===== src/rtl/fft_bfly_stage_pkg.sv =====
// Shared types, Q8.8 constants and the twiddle ROM for the radix-2 DIF butterfly stage.
// The twiddle table is indexed by block length N and butterfly index k.
package fft_bfly_stage_pkg;

    typedef logic [15:0] calc_temp_bus_t;
    typedef logic [3:0]  dnum_bus_t;

    localparam logic signed [15:0] ONE         = 16'sh0100;
    localparam logic signed [15:0] RND         = 16'sh0080;
    localparam logic signed [15:0] SAT_MAX     = 16'sh7FFF;
    localparam logic signed [15:0] SAT_MIN     = 16'sh8000;
    localparam logic signed [15:0] NEG_ONE     = 16'shFF00;
    localparam logic signed [15:0] INV_SQRT2   = 16'sh00B5;
    localparam logic signed [15:0] NEG_ISQRT2  = 16'shFF4B;

    typedef struct packed {
        logic signed [15:0] re;
        logic signed [15:0] im;
    } twiddle_t;

    // W_N^k = cos(2*pi*k/N) - j*sin(2*pi*k/N); entries not listed are W = 1.
    function automatic twiddle_t twiddle_rom(input logic [3:0] n, input logic [2:0] k);
        twiddle_t w;
        w.re = ONE;
        w.im = '0;
        if (n == 4'd4 && k == 3'd1) begin
            w.re = '0;
            w.im = NEG_ONE;
        end else if (n == 4'd8) begin
            case (k)
                3'd1: begin
                    w.re = INV_SQRT2;
                    w.im = NEG_ISQRT2;
                end
                3'd2: begin
                    w.re = '0;
                    w.im = NEG_ONE;
                end
                3'd3: begin
                    w.re = NEG_ISQRT2;
                    w.im = NEG_ISQRT2;
                end
                default: begin
                    w.re = ONE;
                    w.im = '0;
                end
            endcase
        end
        return w;
    endfunction

endpackage


===== src/rtl/fft_bfly_stage_sat_round_q88.sv =====
// Combinational round-half-up, arithmetic shift and saturate from a wide signed
// value down to 16-bit Q8.8, with a flag raised whenever clipping happens.
module sat_round_q88
    import fft_bfly_stage_pkg::*;
#(
    parameter int IW = 33,
    parameter int SH = 8
) (
    input  logic signed [IW-1:0] din,
    output logic signed [15:0]   dout,
    output logic                 ovf
);

    localparam int EW = IW + 1;

    logic signed [EW-1:0] ext;
    logic signed [EW-1:0] shifted;
    logic [EW-16:0]       hi;

    // One guard bit so the rounding add can never wrap.
    assign ext = {din[IW-1], din};

    generate
        if (SH > 0) begin : g_round
            logic signed [EW-1:0] rnd;
            assign rnd     = ext + (EW'(1) <<< (SH - 1));
            assign shifted = rnd >>> SH;
        end else begin : g_pass
            assign shifted = ext;
        end
    endgenerate

    assign hi = shifted[EW-1:15];

    always_comb begin
        ovf  = !((&hi) || (~|hi));
        dout = shifted[15:0];
        if (ovf) begin
            dout = shifted[EW-1] ? SAT_MIN : SAT_MAX;
        end
    end

endmodule


===== src/rtl/fft_bfly_stage.sv =====
// Streaming radix-2 DIF butterfly: pairs x[n] with x[n-D] from the external delay
// line, emits sum and twiddled difference three clocks after the issuing sample.
module fft_bfly_stage
    import fft_bfly_stage_pkg::*;
#(
    parameter int DLY   = 2,
    parameter bit SCALE = 1'b0
) (
    input  logic           clk,
    input  logic           rst_n,
    input  logic           clr,
    input  logic           in_valid,
    input  calc_temp_bus_t in_data,
    input  calc_temp_bus_t dly_data,
    output dnum_bus_t      dnum,
    output logic           out_valid,
    output logic [2:0]     out_idx,
    output calc_temp_bus_t out_sum,
    output calc_temp_bus_t out_diff_re,
    output calc_temp_bus_t out_diff_im,
    output logic           ovf
);

    // Valid-only stream: in_valid qualifies in_data/dly_data on the same edge and
    // out_valid qualifies the result ports for exactly one cycle; there is no ready.

    localparam int             N        = 2 * DLY;
    localparam int             CW       = $clog2(N);
    localparam logic [CW-1:0]  CNT_D    = CW'(DLY);
    localparam logic [CW-1:0]  CNT_LAST = CW'(N - 1);
    localparam logic [3:0]     N_CODE   = 4'(N);

    assign dnum = 4'(DLY);

    logic [CW-1:0] cnt;
    logic          issue;
    logic [2:0]    k_issue;

    logic signed [16:0] in_x;
    logic signed [16:0] dly_x;

    logic               s1_valid;
    logic signed [16:0] s1_s;
    logic signed [16:0] s1_d;
    logic [2:0]         s1_k;

    logic               s2_valid;
    logic signed [16:0] s2_s;
    logic signed [32:0] s2_pre;
    logic signed [32:0] s2_pim;
    logic [2:0]         s2_k;

    logic               s3_valid;
    logic signed [15:0] s3_sum;
    logic signed [15:0] s3_re;
    logic signed [15:0] s3_im;
    logic               s3_ovf;
    logic [2:0]         s3_k;

    twiddle_t           tw;
    logic signed [15:0] r_sum;
    logic signed [15:0] r_re;
    logic signed [15:0] r_im;
    logic               v_sum;
    logic               v_re;
    logic               v_im;

    assign in_x    = {in_data[15], in_data};
    assign dly_x   = {dly_data[15], dly_data};
    // clr outranks in_valid: the sample on a clr cycle is neither counted nor issued.
    assign issue   = in_valid && !clr && (cnt >= CNT_D);
    assign k_issue = 3'(cnt - CNT_D);
    assign tw      = twiddle_rom(N_CODE, s1_k);

    always_ff @(posedge clk or negedge rst_n) begin
        if (!rst_n) begin
            cnt <= '0;
        end else if (clr) begin
            cnt <= '0;
        end else if (in_valid) begin
            cnt <= (cnt == CNT_LAST) ? '0 : cnt + CW'(1);
        end
    end

    always_ff @(posedge clk or negedge rst_n) begin
        if (!rst_n) begin
            s1_valid <= 1'b0;
            s1_s     <= '0;
            s1_d     <= '0;
            s1_k     <= '0;
        end else begin
            s1_valid <= issue;
            if (issue) begin
                s1_s <= dly_x + in_x;
                s1_d <= dly_x - in_x;
                s1_k <= k_issue;
            end
        end
    end

    always_ff @(posedge clk or negedge rst_n) begin
        if (!rst_n) begin
            s2_valid <= 1'b0;
            s2_s     <= '0;
            s2_pre   <= '0;
            s2_pim   <= '0;
            s2_k     <= '0;
        end else begin
            s2_valid <= s1_valid;
            if (s1_valid) begin
                s2_s   <= s1_s;
                s2_pre <= 33'(s1_d) * 33'(tw.re);
                s2_pim <= 33'(s1_d) * 33'(tw.im);
                s2_k   <= s1_k;
            end
        end
    end

    sat_round_q88 #(.IW(33), .SH(8)) u_sat_re (
        .din  (s2_pre),
        .dout (r_re),
        .ovf  (v_re)
    );

    sat_round_q88 #(.IW(33), .SH(8)) u_sat_im (
        .din  (s2_pim),
        .dout (r_im),
        .ovf  (v_im)
    );

    // With SCALE the sum is halved with rounding and cannot clip; otherwise it saturates.
    sat_round_q88 #(.IW(17), .SH(SCALE ? 1 : 0)) u_sat_sum (
        .din  (s2_s),
        .dout (r_sum),
        .ovf  (v_sum)
    );

    always_ff @(posedge clk or negedge rst_n) begin
        if (!rst_n) begin
            s3_valid <= 1'b0;
            s3_sum   <= '0;
            s3_re    <= '0;
            s3_im    <= '0;
            s3_ovf   <= 1'b0;
            s3_k     <= '0;
        end else begin
            s3_valid <= s2_valid;
            if (s2_valid) begin
                s3_sum <= r_sum;
                s3_re  <= r_re;
                s3_im  <= r_im;
                s3_ovf <= v_sum || v_re || v_im;
                s3_k   <= s2_k;
            end
        end
    end

    always_ff @(posedge clk or negedge rst_n) begin
        if (!rst_n) begin
            out_valid   <= 1'b0;
            out_idx     <= '0;
            out_sum     <= '0;
            out_diff_re <= '0;
            out_diff_im <= '0;
        end else begin
            out_valid <= s3_valid;
            if (s3_valid) begin
                out_idx     <= s3_k;
                out_sum     <= s3_sum;
                out_diff_re <= s3_re;
                out_diff_im <= s3_im;
            end
        end
    end

    always_ff @(posedge clk or negedge rst_n) begin
        if (!rst_n) begin
            ovf <= 1'b0;
        end else if (clr) begin
            ovf <= 1'b0;
        end else if (s3_valid && s3_ovf) begin
            ovf <= 1'b1;
        end
    end

endmodule


===== config.mk =====
export PLATFORM = sky130hd
export DESIGN_NAME = fft_bfly_stage
export DESIGN_NICKNAME = d
export VERILOG_FILES = /design/src/rtl/fft_bfly_stage_pkg.sv /design/src/rtl/fft_bfly_stage_sat_round_q88.sv /design/src/rtl/fft_bfly_stage.sv
export SDC_FILE = /design/constraint.sdc
export NUM_CORES = 1
export LEC_CHECK = 0
export ABC_AREA = 1
export BUFFER_PORTS_ARGS = -buffer_cell sky130_fd_sc_hd__buf_4
export CAP_MARGIN = 15
export CORE_MARGIN = 4
export CORE_UTILIZATION = 30
export DETAILED_ROUTE_END_ITERATION = 10
export GPL_TIMING_DRIVEN = 0
export MAX_ROUTING_LAYER = met4
export PLACE_DENSITY = 0.47
export SKIP_LAST_GASP = 1
export SLEW_MARGIN = 10
export SYNTH_ARGS = -nofsm -noshare
export SYNTH_HDL_FRONTEND = slang
export SYNTH_SLANG_ARGS = --single-unit

===== constraint.sdc =====
create_clock -name clk -period 17 [get_ports clk]
set_input_delay 4.25 -clock clk [delete_from_list [all_inputs] [get_ports clk]]
set_output_delay 4.25 -clock clk [all_outputs]
set_load 0.03 [all_outputs]

==> impl_metrics.yaml <==
run_status:
  status: "complete, no violations"
setup_path:
  critPathBufInv: 6
  critPathCaptureType: "flop"
  rrSetupSlack_ps: 10910
  cp_top_family: "adder cells"
  rr_worst_depth: 21
  crit_required_ps: 17390
  path_cells: "inv_2 -> nand2_2 -> buf_6 -> buf_6 -> buf_2 -> nor2_1 -> inv_1 -> fa_1 -> inv_1 -> fa_1 -> fa_1 -> fa_1 -> ha_1 -> ha_1 -> ha_1 -> a21oi_1 -> o21ai_0 -> a21oi_1 -> nand3_1 -> nand3_1 -> nand2_1"
  critPathKind: "flop to flop"
  cpPeakStageDelay_ps: 620
  worstPathMaxFanout: 10
  r2r-end: "s2_pim[32]"
  cpMostUsedCell: "fa_1"
  worstPathArrival_ps: 6480
  startpoint_type: "flop"
  timing.rr.start: "s1_k[1]"
  cpMaxStageDelayCell: "nor2_1"
route:
  routed_wl_um: 37100
  firstDrtPassIters: 5
  via_per_inst: 4.48
  drt_iter0_drc: 623
  wire_per_inst_um: 14.6
  num_vias: 11400
  postRouteAntennaNets: 0
  drcViolationCount: 0
logic_synthesis:
  yosysSeqAreaShare_pct: 35.3
  synth_async_sr_flop_share_pct: 100
  yosysWarnings: 0
  synth-seq-cells: 204
  synth_ff_type: "dfrtp_1"
  synth-edff-count: 0
  syn_inst: 1784
  synth_area_per_cell_um2: 8.10
  syn_area_um2: 14500
  yosys.cell_types.count: 41
timing:
  tns_ps: 0
  fin_ws_ps: 10910
  hold_ws_ps: 370
  period_needed_ps: 6090
  period_share_pct: 35.8
  timing.fmax_mhz: 164
  tightest_slew_ps: 978
  rsz0062_at_grt: "no"
  hold_violations: 0
  final-setup-viol-count: 0
  fin_skew_ps: 17.9
  slew_headroom_pct: 34.8
  slew_viol_final: 0
power_and_ir_drop:
  powerDensity_nw_per_um2: 144
  p_leak_nw: 8.96
  peakVddDrop_v: 0.0000603
  total_power_mw: 2.42
clock_network:
  numCtsBuffers: 24
  cts.clk_slew.worst_paths_ps: 60
  cts_resized: 0
  cts_tree: "built"
  cts_hold_buf: 0
  tritoncts_num_sinks: 204
  clkLatencyLatePin_ps: 520
  cts_root_buf: "clkbuf_16"
  cts_max_level: 1
  cts_setup_buffers: 0
  clock_path_buffers: 3
final_layout:
  final_util_pct: 35.2
  finalNetCount: 2143
  area_growth_pct: 16.1
  design_area_um2: 16800
  drive_gt1_share_pct: 11.5
  fill_cells: 5073
  diodes: 0
  instances_no_fill: 2535
global_route:
  top_usage_layer: "met2"
  grt_use_total_pct: 14.8
  grt_use_met3_pct: 1.66
  met1_usage_pct: 20.9
  use_met2_pct: 23.1
  antenna_found_initial: 0
  grt_max_degree: 106
  grt_pass1_vias: 11100
  grt_first_pass_wirelength_um: 60000
  gr-total-overflow: 0
placement:
  port_buffers: 88
  gp_congestion: 0.896
  place_ws_ps: 10870
  postPlaceCellArea_um2: 16000
  hpwl_um: 30000
  placed_cells: 2492
min_path:
  worstHoldPathType: "flop to flop"
  hold_path_end: "out_valid"
  min_from: "s3_valid"
  whs_path_depth: 0
floorplan:
  rows: 80
  dieArea_um2: 51700
  initial_core_util_pct: 30.3
  design.core.area_um2: 47600
  die_width_um: 227
  dieHeight_um: 227
  ios: 93
run:
  cap_violations: 0
-- placed cells by master, fill, tap and decap left out, types with 6 or more instances in the layout --
master / synthesis / final
clkbuf_1: 25 / 26
inv_1: 294 / 294
inv_2: 10 / 10
o21ai_0: 71 / 71
nand3_1: 64 / 64
fa_1: 82 / 82
o21bai_1: 6 / 6
mux2_2: 19 / 19
buf_2: 23 / 23
dfrtp_1: 204 / 204
nor2_2: 7 / 7
a21oi_1: 87 / 87
nand4_1: 8 / 8
xnor2_1: 10 / 10
xor2_1: 11 / 11
ha_1: 122 / 122
and2_1: 8 / 8
clkbuf_8: 0 / 6
nand2_1: 500 / 500
buf_4: 8 / 95
a22oi_1: 30 / 30
clkbuf_16: 0 / 24
o22ai_1: 6 / 6
o31ai_1: 14 / 14
nor2_1: 127 / 127
-- cells in the mapped netlist, drive strengths merged, types with 25 or more instances --
cell type	number	area share, %
inv	304	7.9
clkbuf	25	0.65
fa	82	11
a21oi	90	3.2
a22oi	30	1.6
nand3	64	2.2
nor2	137	3.8
o21ai	77	2.8
dfrtp	204	35
buf	39	1.6
ha	122	11
nand2	505	13
-- report_power, final --
group	switching, mW	total, mW	internal, mW
clock network	0.204	0.521	0.316
registers	0.133	0.834	0.701
logic	0.670	1.07	0.398
-- cells by family (layout without fill, tap and decap cells) --
logic type / after synthesis / count (layout) / synth area share [%]
buffers and inverters: 368 / 501 / 10.2
muxes: 20 / 20 / 1.55
xor gates and xnor gates: 21 / 21 / 1.27
other: 2 / 5 / 0.0520
AOI/OAI and AO/OA: 227 / 227 / 9.02
DFF: 204 / 204 / 35.3
adders and majority gates: 204 / 204 / 21.9
and+or+nand+nor: 738 / 738 / 20.7
-- registers in the layout (all words and copies together) (netlist names), 2 cells and up --
name	count
s1_s	16
out_idx	2
s2_pre	17
cnt	2
s1_k	2
s3_re	16
s2_k	2
out_diff_im	16
s2_s	17
out_sum	16
s3_im	16
s3_k	2
s1_d	17
s2_pim	25
out_diff_re	16
s3_sum	16
-- worst max path at each step --
stage,from,to,slack [ps],cells past startpoint
after floorplan,dly_data[0],s1_d[14],11380,11
after global placement,rst_n,s1_s[12],10120,1
after detailed placement,s1_k[1],s2_pim[32],10870,21
after CTS,s1_k[1],s2_pim[32],10810,21
after global routing,s1_k[1],s2_pim[32],10420,26
final,s1_k[1],s2_pim[32],10910,21
-- cell type report --
type / instances / area (um^2) / area share, %
timing repair buffer: 90 / 723 / 4.31
tap: 615 / 769 / 4.59
inverter: 304 / 1140 / 6.80
clock buffer: 31 / 687 / 4.09
buffer: 64 / 329 / 1.96
multi-input combinational: 1215 / 7890 / 47.0
clock inverter: 12 / 136 / 0.813
sequential: 204 / 5100 / 30.4
-- worst reg2reg max path, cell delays in order (launching register included) --
cell     delay, ps
dfrtp_1        390
inv_2          120
nand2_2        110
buf_6          190
buf_6          160
buf_2          220
nor2_1         620
inv_1          150
fa_1           560
inv_1           50
fa_1           530
fa_1           530
fa_1           440
ha_1           290
ha_1           300
ha_1           390
a21oi_1        270
o21ai_0        160
a21oi_1        200
nand3_1        100
nand3_1        110
nand2_1         60
-- metal layers --
layer / up-vias / wire length, um / share of wire (%)
met2: 158 / 16900 / 46
met4: 0 / 736 / 2.0
met3: 38 / 1250 / 3.4
li1: 5819 / - / -
met1: 5349 / 18200 / 49
met5: - / 0 / 0
No activity file was read; power rests on OpenSTA's default activity.
